--- src/rtl/ex_mem_latch.sv ---
// rtl/ex_mem_latch.sv - EX/MEM pipeline register with data-cache access sequencer
//
// Purpose:
//   Latches the EX-stage instruction each advancing cycle, drives the data-cache
//   request for a latched load/store until dhit, and freezes upstream stages
//   with mem_stall while the access is outstanding.
//
// Ports:
//   CLK, RST                      clock, synchronous active-high reset
//   ex_valid/regwr/memrd/memwr/halt, ex_rd, ex_rt, ex_aluout, ex_storedata, ex_npc
//                                 EX-stage instruction fields
//   fwd_store, wb_wdata           store-operand forwarding from write-back
//   flush, hold                   bubble insertion / external freeze
//   dhit, dmemload                cache completion and load data
//   dmemREN, dmemWEN, dmemaddr, dmemstore  cache request
//   mem_valid, memRegWr, memWr, mem_rd, mem_rt, mem_aluout, mem_rdata, mem_npc
//                                 MEM-stage fields toward MEM/WB and forwarding
//   mem_stall, halt, stall_cnt    freeze request, sticky halt, stall-cycle counter
`timescale 1ns/1ps

module ex_mem_latch #(
  parameter int CNT_W = 16
) (
  input  logic             CLK,
  input  logic             RST,
  input  logic             ex_valid,
  input  logic             ex_regwr,
  input  logic             ex_memrd,
  input  logic             ex_memwr,
  input  logic             ex_halt,
  input  logic [4:0]       ex_rd,
  input  logic [4:0]       ex_rt,
  input  logic [31:0]      ex_aluout,
  input  logic [31:0]      ex_storedata,
  input  logic [31:0]      ex_npc,
  input  logic             fwd_store,
  input  logic [31:0]      wb_wdata,
  input  logic             flush,
  input  logic             hold,
  input  logic             dhit,
  input  logic [31:0]      dmemload,
  output logic             dmemREN,
  output logic             dmemWEN,
  output logic [31:0]      dmemaddr,
  output logic [31:0]      dmemstore,
  output logic             mem_valid,
  output logic             memRegWr,
  output logic             memWr,
  output logic [4:0]       mem_rd,
  output logic [4:0]       mem_rt,
  output logic [31:0]      mem_aluout,
  output logic [31:0]      mem_rdata,
  output logic [31:0]      mem_npc,
  output logic             mem_stall,
  output logic             halt,
  output logic [CNT_W-1:0] stall_cnt
);

  typedef enum logic [1:0] {IDLE, ACCESS, DONE} state_t;

  state_t      state;
  state_t      capState;
  logic        memRegWrQ;
  logic        memRdQ;
  logic        memWrQ;
  logic        memHaltQ;
  logic [31:0] storeQ;
  logic [31:0] loadQ;
  logic        adv;
  logic        bubble;
  logic        capMem;
  logic        inAccess;

  assign inAccess  = (state == ACCESS);
  assign mem_stall = inAccess && !dhit;
  assign adv       = !mem_stall && !hold;
  // Once halted, nothing further may enter the MEM stage.
  assign bubble    = flush || halt;
  assign capMem    = !bubble && ex_valid && (ex_memrd || ex_memwr);
  assign capState  = capMem ? ACCESS : IDLE;

  assign memRegWr  = mem_valid && memRegWrQ;
  assign memWr     = mem_valid && memWrQ;
  // Read wins if both controls were ever latched, so the cache never sees both.
  assign dmemREN   = inAccess && memRdQ;
  assign dmemWEN   = inAccess && memWrQ && !memRdQ;
  assign dmemaddr  = mem_aluout;
  assign dmemstore = storeQ;
  // Bypass the load register in the hit cycle so WB sees data without a bubble.
  assign mem_rdata = (inAccess && dhit) ? dmemload : loadQ;

  always_ff @(posedge CLK) begin
    if (RST) begin
      state      <= IDLE;
      mem_valid  <= 1'b0;
      memRegWrQ  <= 1'b0;
      memRdQ     <= 1'b0;
      memWrQ     <= 1'b0;
      memHaltQ   <= 1'b0;
      mem_rd     <= 5'd0;
      mem_rt     <= 5'd0;
      mem_aluout <= 32'd0;
      storeQ     <= 32'd0;
      mem_npc    <= 32'd0;
      loadQ      <= 32'd0;
      halt       <= 1'b0;
      stall_cnt  <= '0;
    end else begin
      if (adv) begin
        if (bubble) begin
          // Data fields are left as they were; only controls are cleared.
          mem_valid <= 1'b0;
          memRegWrQ <= 1'b0;
          memRdQ    <= 1'b0;
          memWrQ    <= 1'b0;
          memHaltQ  <= 1'b0;
        end else begin
          mem_valid  <= ex_valid;
          memRegWrQ  <= ex_regwr;
          memRdQ     <= ex_memrd;
          memWrQ     <= ex_memwr;
          memHaltQ   <= ex_halt;
          mem_rd     <= ex_rd;
          mem_rt     <= ex_rt;
          mem_aluout <= ex_aluout;
          storeQ     <= fwd_store ? wb_wdata : ex_storedata;
          mem_npc    <= ex_npc;
        end
      end

      case (state)
        ACCESS: begin
          if (dhit) begin
            // A hit under hold parks in DONE so the request is not repeated.
            state <= adv ? capState : DONE;
          end
        end
        default: begin
          if (adv) begin
            state <= capState;
          end
        end
      endcase

      if (inAccess && dhit) begin
        loadQ <= dmemload;
      end

      if (mem_valid && memHaltQ) begin
        halt <= 1'b1;
      end

      if (mem_stall && (stall_cnt != {CNT_W{1'b1}})) begin
        stall_cnt <= stall_cnt + 1'b1;
      end
    end
  end

endmodule

--- config.mk ---
export PLATFORM = sky130hd
export DESIGN_NAME = ex_mem_latch
export DESIGN_NICKNAME = d
export VERILOG_FILES = /design/src/rtl/ex_mem_latch.sv
export SDC_FILE = /design/constraint.sdc
export NUM_CORES = 1
export LEC_CHECK = 0
export CAP_MARGIN = 25
export CORE_AREA = 8 8 140 142
export CTS_CLUSTER_SIZE = 20
export DETAILED_ROUTE_END_ITERATION = 12
export DIE_AREA = 0 0 148 150
export PLACE_DENSITY = 0.8
export SYNTH_ARGS = -nofsm -noshare
export SYNTH_HDL_FRONTEND = slang
export SYNTH_SLANG_ARGS = --single-unit
export TNS_END_PERCENT = 1
--- constraint.sdc ---
create_clock -name CLK -period 3.29 [get_ports CLK]
set_clock_uncertainty 0.15 [all_clocks]
set_input_delay 0.4935 -clock CLK [delete_from_list [all_inputs] [get_ports CLK]]
set_output_delay 0.4935 -clock CLK [all_outputs]
set_load 0.01 [all_outputs]
=== Word level (Yosys, flattened, before mapping) ===
Index checks and enable logic that the tools add are counted.

* Add/sub/neg operators: 1
* Eq/ne operators: 3
* Muxes and demuxes: 12
* Bitwise gates (word level): 1
* Reduce and logical (&&, ||, !) cells: 22

{| class="wikitable"
|+ Operators by type and width
! cell !! number
|-
| $mux 32 || 2
|-
| $add 16x1->16 const B || 1
|-
| $ne 16x16->1 const B || 1
|-
| $logic_and 1x1->1 || 12
|-
| $mux 2 || 4
|-
| $mux 1 || 6
|-
| $logic_not 1->1 || 5
|-
| $reduce_and 2->1 || 2
|-
| $eq 2x1->1 const B || 1
|-
| $logic_or 1x1->1 || 2
|-
| $ne 2x2->1 const B || 1
|-
| $reduce_bool 2->1 || 1
|-
| $not 1->1 || 1
|}

* Flip-flop bits (word level): 162
* Input bits: 181
* Output and inout bits: 193
* Word-level logic and storage cells: 53

=== Depth between registers and ports, before layout ===
Gate-level depths: netlist of run 1.

* Word-level depth: 8
* Mapped depth: 8
* Gate-level depth less buffers: 5

=== Worst setup path before layout of run 1 ===
No wires, ideal clock.

* Kind: in2reg
* From: input dhit
* To: register stall_cnt[10]
* Setup time: 0.121 ns
* Arrival time: 2.085 ns
* Required time: 3.019 ns
* Setup slack: 0.934 ns
* Stages on the path: 6
* Buffers on the path: 2
* Path through: or3b_1 -> buf_2 -> or3_1 -> buf_2 -> nor4_1 -> mux2_2

* Word-level cells in the longest chain between the ends: 3

{| class="wikitable"
|+ RTL lines
! item !! RTL line !! source
|-
| start: declaration || 40 || <nowiki>input logic dhit,</nowiki>
|-
| $logic_not 1->1 || 75 || <nowiki>assign mem_stall = inAccess && !dhit;</nowiki>
|-
| $logic_and 1x1->1 || 75 ||
|-
| $logic_and 1x1->1 || 153 || <nowiki>if (mem_stall && (stall_cnt != {CNT_W{1'b1}})) begin</nowiki>
|-
| end signal: assignment || 154 || <nowiki>stall_cnt <= stall_cnt + 1'b1;</nowiki>
|-
| end: declaration || 56 || <nowiki>output logic [CNT_W-1:0] stall_cnt</nowiki>
|}

No other way between the ends.
A chain may end at the register's enable or synchronous reset.

=== Worst setup path after layout of run 1 ===
* From: input dhit
* To: output mem_stall

* Word-level cells in the longest chain between the ends: 2

{| class="wikitable"
|+ RTL lines
! item !! RTL line !! source
|-
| $logic_not 1->1 || 75 ||
|-
| $logic_and 1x1->1 || 75 ||
|-
| end: declaration || 54 || <nowiki>output logic mem_stall,</nowiki>
|}

No other way between the ends.

==> results of run 1 <==
cells in the final DEF (no fill, tap or decap), types with 2 or more instances in the layout:
master,count
nand4_1,5
nand2_1,155
and2_1,4
clkdlybuf4s50_1,371
nor2_1,46
o41ai_1,3
nor2b_1,36
nor4_1,4
a211oi_1,32
inv_6,5
clkinv_4,3
a21oi_1,87
clkbuf_16,17
o31ai_1,4
clkinv_2,4
nand3_1,3
dfxtp_1,162
mux2i_1,33
buf_12,5
buf_4,7
o21ai_0,2
or3_1,4
mux2_2,36
or4_1,4
nor3_1,4
a22oi_1,5
nand2b_1,2
inv_1,4
or4bb_1,2
through the flow:
stage | cell area (um^2) | setup slack, ps
after floorplan | 6553 | 934.1
after global placement | 10280 | 342.4
after detailed placement | 10280 | 330.2
after CTS | 10840 | 375.3
after global routing | 10850 | 301.2
final | 10850 | 394.7
flip-flops by register name, summed over array words and instances, names as in the netlist:
| register | count |
|---|---|
| memRegWrQ | 1 |
| halt | 1 |
| memWrQ | 1 |
| dmemstore | 32 |
| loadQ | 32 |
| mem_rd | 5 |
| dmemaddr | 32 |
| memRdQ | 1 |
| mem_rt | 5 |
| mem_npc | 32 |
| stall_cnt | 16 |
| mem_valid | 1 |
| memHaltQ | 1 |
| state | 2 |
area by class of cell:
cell class	instances	area (um^2)
diodes	1	2.502
clock buffers	18	439.2
clock inverters	14	127.6
fillers	1508	6689
inverters	4	15.01
multi-input cells	488	2860
flip-flops and latches	162	3243
well taps	229	286.5
repair buffers	384	3871
worst register-to-register path: cells and delay by family (launching register included):
family	cells	cell delay, ps
DFF	1	360
muxes	1	360
and+or+nand+nor	3	1360
power groups by stage:
| stage | Combinational, uW | Clock [uW] | Sequential, uW |
|---|---|---|---|
| finish | 729 | 1910 | 2090 |
| global route | 786 | 2040 | 2090 |
| CTS | 738 | 1960 | 2090 |
| detailed placement | 736 | 0 | 2130 |
| global placement | 726 | 0 | 2130 |
| floorplan | 246 | 0 | 2160 |
logic make-up after synthesis:
group,after synthesis,synth area share
fa+ha+maj,1,0.001909
flops,162,0.4949
mux,69,0.1123
buf+inv,87,0.07008
compound gates,137,0.1237
simple gates,281,0.1971
worst min-delay path by stage:
stage	slack (ps)	endpoint	cells after the start	start
CTS	300	mem_npc[6]$_SDFFE_PP0P_	2	mem_npc[6]$_SDFFE_PP0P_
global placement	290	mem_rt[4]$_SDFFE_PP0P_	2	mem_rt[4]$_SDFFE_PP0P_
floorplan	310	halt$_SDFFE_PP0P_	2	memHaltQ$_SDFFE_PP0P_
detailed placement	300	mem_npc[6]$_SDFFE_PP0P_	2	mem_npc[6]$_SDFFE_PP0P_
finish	300	mem_npc[6]$_SDFFE_PP0P_	2	mem_npc[6]$_SDFFE_PP0P_
global route	320	mem_npc[1]$_SDFFE_PP0P_	2	mem_npc[1]$_SDFFE_PP0P_
cell usage after synthesis, types with 4 or more instances:
cell / instances / area, um^2
dfxtp_1: 162 / 3243
a22oi_1: 5 / 37.54
mux2i_1: 33 / 330.3
and2_1: 4 / 25.02
a211oi_1: 32 / 240.2
or3_1: 4 / 25.02
buf_1: 7 / 26.28
mux2_2: 36 / 405.4
buf_2: 9 / 45.04
nand2_1: 155 / 581.8
a21oi_1: 87 / 435.4
nor2_1: 46 / 172.7
inv_1: 4 / 15.01
clkbuf_1: 34 / 127.6
nor2b_1: 36 / 225.2
o31ai_1: 4 / 30.03
buf_4: 32 / 240.2
or4_1: 5 / 37.54
nand4_1: 5 / 31.28
nor4_1: 4 / 25.02
nor3_1: 4 / 20.02
routing by layer:
layer  track usage  routed length [um]  share of wire
met1        0.1955                8578           0.38
met2        0.3450               11180           0.50
met3       0.08376                2359           0.10
met4       0.06833                 440          0.020
met5             0                   0              0
==> results.ini, run 1 <==
[setup_path]
reg2reg_depth = 4
cp_slowest_cell = clkdlybuf4s50_1
critPathRequiredTime_ps = 2650
cp_common_cell = clkdlybuf4s50_1
crit_chain = clkdlybuf4s50_1 -> or3b_1 -> inv_1 -> clkdlybuf4s50_1
reg2reg_from = state[0]$_SDFFE_PP0P_
critPathLaunchType = input port
critPathTopFamily = buffers and inverters
crit_buf_inv = 3
worstPathMaxFanout = 7
crit_end = mem_stall
cp.depth = 4
critPathMaxStageDelay_ps = 610
r2r_setup_slack_ps = 950
worstSetupStartpoint = dhit
r2r_end = stall_cnt[14]$_SDFFE_PP0P_
critical_path_class = input port to output pin
cp-end-kind = output pin
arrival_ps = 2250

[place]
dp.cells = 1267
place.gp.congestion = 0.8226
port_buffers = 373
dp_hpwl_um = 17270

[power]
p_sw_uw = 1170
p_leak_uw = 0.004017
switching_share = 0.2475
vdd_drop_max_uv = 338.7
pwr-share-clk = 0.404
seq_power_share = 0.441
pwr-share-comb = 0.154
total_power_uw = 4725
power-per-cell-area_nw_per_um2 = 435.7
p_int_uw = 3556

[die]
core.rowCount = 49
core_area_um2 = 17530
ios = 374
die_w_um = 148
start_util = 0.3737
die_h_um = 150
die-area_um2 = 22200

[finish]
instances_no_fill = 1300
fin_util = 0.6185
nNetsFinal = 1239
area_growth_pct = 65.51
drive_above_1_share = 0.07944

[timing]
fmax_ghz = 0.3454
rsz0062_at_grt = no
hold_ws_ps = 301.2
min_period_ps = 2895
finalSetupViolations = 0
maxSlewHeadroom = 0.3600
hold_viol_final = 0
post-route-period-util = 0.8800
worst_pin_slew_ps = 960.0
final_max_slew_viol_count = 0
setup_tns_ps = 0

[cts]
postCtsResizedCells = 0
clockBufferDepth = 2
cts_sinks = 162
clkLatencyLatePin_ps = 410
cts_hold_buf = 0
clk_pin_slew_ps = 60
cts_tree = built
cts_buffers = 17
post_cts_buffers = 0
htree_levels = 4
root_buffer = clkbuf_16

[global_route]
grt_max_degree = 71
grt_pass1_wl_um = 33610
antenna_found_initial = 1
first_global_vias = 6215
grt.total_usage = 0.1923
grt-ovfl-total = 0

[drt]
drt_iter0_drc = 182
remaining_drc_errors = 0
antenna_left = 0
firstDrtPassIters = 5
wl_per_cell_um = 17.36
vias = 6239
drt-total-wl_um = 22560
viasPerCell = 4.799

[synth]
syn_inst = 737
synth_cell_types = 42
syn_area_um2 = 6553
ys_warn_count = 0
syn_avg_cell_area_um2 = 8.891
synth-seq-cells = 162
synth_ff_type = dfxtp_1
synth_async_sr_flop_share = 0
synth_edf_count = 0
seq_area_frac_synth = 0.4949
synth.net_count = 919

[run]
maxCapViolCount = 0

[outcome]
status = finished clean

[min_path]
min_path_type = flip-flop to flip-flop

(Power assumes the default switching activity.)
==> run 2, diff against run 1 <==
--- a/config.mk
+++ b/config.mk
@@ -11,6 +11,7 @@
 export DETAILED_ROUTE_END_ITERATION = 12
 export DIE_AREA = 0 0 148 150
 export PLACE_DENSITY = 0.8
+export SLEW_MARGIN = 20
 export SYNTH_ARGS = -nofsm -noshare
 export SYNTH_HDL_FRONTEND = slang
 export SYNTH_SLANG_ARGS = --single-unit
==> results of run 2 <==
The final DEF is identical to that of run 1; final timing and power are the same.
